==> src/rtl/dual_issue_scoreboard.sv <==
// Issue-stage scoreboard for a dual-issue pipeline: tracks pending result latency
// per register and decides each cycle whether the master and slave slots may issue.
module dual_issue_scoreboard #(
  parameter int NREG  = 32,
  parameter int LAT_W = 2
) (
  input  logic             clk,
  input  logic             rst,
  input  logic             stall_i,
  input  logic             flush_i,
  input  logic             a_valid,
  input  logic [4:0]       a_rs,
  input  logic             a_rs_en,
  input  logic [4:0]       a_rt,
  input  logic             a_rt_en,
  input  logic             a_wen,
  input  logic [4:0]       a_rd,
  input  logic [LAT_W-1:0] a_lat,
  input  logic             b_valid,
  input  logic [4:0]       b_rs,
  input  logic             b_rs_en,
  input  logic [4:0]       b_rt,
  input  logic             b_rt_en,
  input  logic             b_wen,
  input  logic [4:0]       b_rd,
  input  logic [LAT_W-1:0] b_lat,
  output logic             issue_a,
  output logic             issue_b,
  output logic [NREG-1:0]  busy_mask,
  output logic [31:0]      stall_cnt
);

  logic [NREG-1:0][LAT_W-1:0] cnt_q, cnt_d;
  logic [NREG-1:0]            busy_q, busy_d;
  logic [31:0]                stall_cnt_q, stall_cnt_d;

  logic a_ops_ok, b_ops_ok, pair_raw;

  // busy_q mirrors cnt_q != 0, so readiness can be read straight from the mask.
  function automatic logic reg_ready(input logic [4:0] r, input logic [NREG-1:0] busy);
    return (r == 5'd0) || !busy[r];
  endfunction

  // Hazard evaluation and issue decision for both slots.
  always_comb begin
    a_ops_ok = (!a_rs_en || reg_ready(a_rs, busy_q)) &&
               (!a_rt_en || reg_ready(a_rt, busy_q)) &&
               (!a_wen   || reg_ready(a_rd, busy_q));
    b_ops_ok = (!b_rs_en || reg_ready(b_rs, busy_q)) &&
               (!b_rt_en || reg_ready(b_rt, busy_q)) &&
               (!b_wen   || reg_ready(b_rd, busy_q));
    pair_raw = a_wen && (a_rd != 5'd0) &&
               ((b_rs_en && (b_rs == a_rd)) || (b_rt_en && (b_rt == a_rd)));
    issue_a  = rst && a_valid && !stall_i && !flush_i && a_ops_ok;
    issue_b  = issue_a && b_valid && b_ops_ok && !pair_raw;
  end

  // Next-state latency counters; the slave write is checked first so it wins a pair WAW.
  always_comb begin
    cnt_d = cnt_q;
    for (int r = 0; r < NREG; r++) begin
      if (r == 0) begin
        cnt_d[r] = '0;
      end else if (flush_i) begin
        cnt_d[r] = '0;
      end else if (issue_b && b_wen && (b_rd == 5'(r))) begin
        cnt_d[r] = b_lat;
      end else if (issue_a && a_wen && (a_rd == 5'(r))) begin
        cnt_d[r] = a_lat;
      end else if (stall_i) begin
        cnt_d[r] = cnt_q[r];
      end else if (cnt_q[r] != '0) begin
        cnt_d[r] = cnt_q[r] - LAT_W'(1);
      end else begin
        cnt_d[r] = cnt_q[r];
      end
    end
  end

  // Busy mask derived from next-state counters and the blocked-issue counter.
  always_comb begin
    busy_d = '0;
    for (int r = 0; r < NREG; r++) begin
      busy_d[r] = (cnt_d[r] != '0);
    end
    if (a_valid && !issue_a) begin
      stall_cnt_d = stall_cnt_q + 32'd1;
    end else begin
      stall_cnt_d = stall_cnt_q;
    end
  end

  // State registers; reset drops every pending latency immediately.
  always_ff @(posedge clk or negedge rst) begin
    if (!rst) begin
      cnt_q       <= '0;
      busy_q      <= '0;
      stall_cnt_q <= 32'd0;
    end else begin
      cnt_q       <= cnt_d;
      busy_q      <= busy_d;
      stall_cnt_q <= stall_cnt_d;
    end
  end

  assign busy_mask = busy_q;
  assign stall_cnt = stall_cnt_q;

endmodule
==> config.mk <==
export PLATFORM = sky130hd
export DESIGN_NAME = dual_issue_scoreboard
export DESIGN_NICKNAME = d
export VERILOG_FILES = /design/src/rtl/dual_issue_scoreboard.sv
export SDC_FILE = /design/constraint.sdc
export NUM_CORES = 1
export LEC_CHECK = 0
export BUFFER_PORTS_ARGS = -buffer_cell sky130_fd_sc_hd__buf_4
export CAP_MARGIN = 40
export CORE_MARGIN = 8
export CORE_UTILIZATION = 40
export CTS_CLUSTER_DIAMETER = 200
export CTS_CLUSTER_SIZE = 40
export DETAILED_ROUTE_END_ITERATION = 16
export MAX_ROUTING_LAYER = met4
export PLACE_DENSITY = 0.71
export SLEW_MARGIN = 10
export SYNTH_ARGS = -nofsm -noshare
export SYNTH_HDL_FRONTEND = slang
export SYNTH_SLANG_ARGS = --single-unit
export TNS_END_PERCENT = 5
==> constraint.sdc <==
create_clock -name clk -period 2.7 [get_ports clk]
set_input_delay 0.27 -clock clk [delete_from_list [all_inputs] [get_ports clk]]
set_output_delay 0.27 -clock clk [all_outputs]
set_load 0.02 [all_outputs]
==> out/qor.csv <==
stage,metric,value,unit
sta,setup-violations-final,116,
sta,fin_crit,3.25,ns
setup_path,crit_buf_inv,8,
sta,grt_setup_unrepaired,true,
final_layout,fin_util,60.6,%
die,die_y,171,um
synth,ys_types,67,
job,max_cap_violations,0,
setup_path,crit_family,buffers and inverters,
clock_tree,clock-root-buffer,clkbuf_16,
final_layout,drive_gt1_share,43.0,%
setup_path,path_cells,buf_6 > buf_6 > mux2_4 > nor3b_4 > nor4_2 > a211oi_2 > buf_4 > nand3_4 > buf_12 > buf_12 > clkinv_8 > buf_6 > o2111a_1 > buf_6,
synth,synth_area_leaders,"dfrtp_1, mux2i_1, mux4_2",
power,leakagePower,6.26,nW
detailed_routing,drt-vias-per-instance,6.20,
setup_path,worst_ep_required_time,2.43,ns
setup_path,cp_max_fo,2,
synth,synth_nets,1130,
clock_tree,clock_sinks,125,
synth,yosys_warnings,0,
detailed_routing,routedWlPerCell,22.4,um
placement,dp_hpwl,26.4,mm
clock_tree,cts_tree,yes,
die,die_area,29200,sq um
synth,ys_seq_area_share,32.6,%
power,power,5.50,mW
run_status,outcome,"complete, but fails checks",
die,initial_utilization,40.8,%
setup_path,endpoint_kind,output pin,
sta,worst_slack,-0.551,ns
final_layout,fillers,1856,
setup_path,startpoint_type,flip-flop,
placement,portBuffers,110,
setup_path,critPathArrivalTime,2.98,ns
clock_tree,clkLatencyLatePin,0.43,ns
global_routing,grt_start_max_net_pins,83,
die,fp.coreArea,23500,sq um
power,power_density,387,nW/um^2
sta,worstMarginPinSlew,0.915,ns
sta,max_freq,0.308,GHz
sta,final_hold_viol_count,0,
global_routing,grt_use_total,26.0,%
clock_tree,cts_buffer_depth,2,
clock_tree,clkTransAtPathRegs,0.06,ns
power,ir_drop,0.000361,V
synth,async_flop_share,100,%
die,io_pins,112,
clock_tree,h-tree-depth,4,
setup_path,path_common_cell,buf_6,
clock_tree,numCtsBuffers,17,
global_routing,grt_pass1_wl,57.5,mm
die,num_rows,56,
die,die_x,171,um
synth,synthFlopType,dfrtp_1,
detailed_routing,drcViolationCount,0,
final_layout,antenna_cells,0,
setup_path,critPathMaxStageDelay,0.43,ns
placement,gp_congestion,0.938,
synth,avgSynthCellArea,8.85,sq um
sta,clock_skew,0.00910,ns
setup_path,crit_type,flip-flop to output pin,
final_layout,area_growth,48.4,%
sta,finalCritPeriodShare,120,%
synth,yosys.area.top_type,dfrtp_1,
detailed_routing,first_pass_iters,6,
run_status,failed_checks,setup timing,
detailed_routing,wl,38.2,mm
final_layout,nets,1424,
detailed_routing,first_iter_violations,1413,
synth,ys_seq_elements,125,
setup_path,cp_slowest_cell,dfrtp_1,
placement,pre_cts_ws,-0.693,ns
detailed_routing,vias,10600,
detailed_routing,ant_nets,0,
final_layout,multi_input_area,6860,sq um
final_layout,seqCellArea,3150,sq um
synth,synth.top_cell.area_share,32.6,%
synth,synth_edf_count,0,
worst_hold_path,hold_class,input port to flip-flop,
sta,maxSlewHeadroom,39.0,%
global_routing,antenna_found_initial,0,
sta,setup-tns-final,-37.09,ns
global_routing,grt_pass1_vias,10300,
sta,report.final.slew_viol_count,0,
synth,syn_inst,1083,
global_routing,grt_overflow,0,
synth,syn-cell-area,9580,sq um
==> synthesized netlist by cell type (all sizes together), types with 14 or more instances <==
| master | number |
|---|---|
| a21oi | 60 |
| a211oi | 30 |
| buf | 29 |
| a21o | 14 |
| nor2 | 77 |
| nand2 | 104 |
| xnor2 | 35 |
| nand4 | 25 |
| o31ai | 20 |
| inv | 16 |
| nand2b | 18 |
| mux2i | 64 |
| nor3b | 19 |
| nor2b | 19 |
| clkbuf | 61 |
| nor4 | 45 |
| dfrtp | 125 |
| nor3 | 36 |
| o21a | 16 |
| o21ai | 24 |
| nand3 | 44 |
| mux2 | 34 |
| mux4 | 27 |
==> power by group <==
group	switching (mW)	internal, mW
combinational	0.680	0.454
sequential	0.0794	1.92
clock	0.962	1.40
total	1.72	3.78
==> worst register-to-register path, stage by stage, from the launching register on <==
cell      delay (ns)
dfrtp_1         0.43
buf_6           0.15
buf_6           0.11
mux2_4          0.28
nor3b_4         0.21
nor4_2          0.08
a211oi_2        0.33
buf_4           0.18
nand3_4         0.07
buf_12          0.15
buf_6           0.15
nor3_4          0.24
mux2_2          0.37
a211oi_1        0.22
buf_4           0.17
==> path summary, 6_finish.rpt <==
path,start,to,slack [ns],cells past startpoint
setup / recovery,busy_mask[6],issue_b,-0.55,14
hold / removal,b_lat[0],cnt_q[30],0.20,3
setup reg to reg,busy_mask[6],busy_mask[4],-0.50,14
hold reg to reg,stall_cnt[31],stall_cnt[31],0.49,1
max in group asynchronous,rst,busy_mask[24],0.46,5
min in group asynchronous,rst,cnt_q[58],0.37,3
==> cells by family after synthesis <==
logic type	share of synthesized area, %
adders and majority gates	0.131
and+or+nand+nor	24.5
muxes	17.0
xor gates and xnor gates	3.75
AOI/OAI and AO/OA	17.4
DFF	32.6
buffers and inverters	4.54
other	0.0391
==> area by class of cell <==
type	count	share of cell area, %
Sequential cell	125	22.2
Clock inverter	13	1.08
Multi-Input combinational cell	850	48.3
Inverter	19	0.590
Tap cell	319	2.81
Clock buffer	19	3.12
Timing Repair Buffer	364	22.0
==> metrics by stage <==
stage	cells	area (sq um)	hold WS [ns]
global route	1709	14200	0.209
detailed placement	1642	12400	0.289
finish	1709	14200	0.203
floorplan	1083	9790	-0.0256
CTS	1704	13600	0.193
global placement	1641	12400	0.292
==> cells in the final DEF (no fill, tap or decap), types with 14 or more instances in the layout <==
cell type	Yosys	layout
mux2i_1	64	61
mux4_2	27	27
dfrtp_2	0	17
a21o_1	14	14
nand3_1	42	35
clkbuf_16	0	18
nor3_1	35	15
inv_1	16	16
nor4_1	38	25
buf_4	2	313
nor2b_1	19	19
xnor2_1	35	35
buf_12	0	15
o21ai_0	24	21
a211oi_2	2	14
nand2_1	104	104
nor2_1	76	75
o21a_1	16	16
buf_6	0	29
dfrtp_1	125	108
mux2_2	34	29
a211oi_1	28	15
nand2b_1	18	17
a21oi_1	60	53
nor3b_1	19	17
nand4_1	25	25
==> per-layer routing <==
metal / global-route usage, % / share of wire (%) / vias to the layer above / wire, um
met5: - / 0 / - / 0
met4: 13.3 / 4.6 / 0 / 1750
met3: 5.02 / 10 / 151 / 3920
met2: 40.5 / 46 / 627 / 17700
met1: 31.8 / 39 / 5125 / 14900
li1: - / - / 4687 / -
==> registers in the layout, summed over array words and instances, names as in the netlist <==
name	count
busy_mask	31
stall_cnt	32
cnt_q	62
==> timing repair <==
action | CTS | global route
setup endpoints to repair | 123 | 127
endpoints found under the hold margin | 11 | 0
resized for setup | 52 | 125
pin swaps | 24 | 43
cloned | 3 | 1
hold buffers | 1 | 0
setup buffers | 26 | 5
Power figures use the tool's default switching activity.
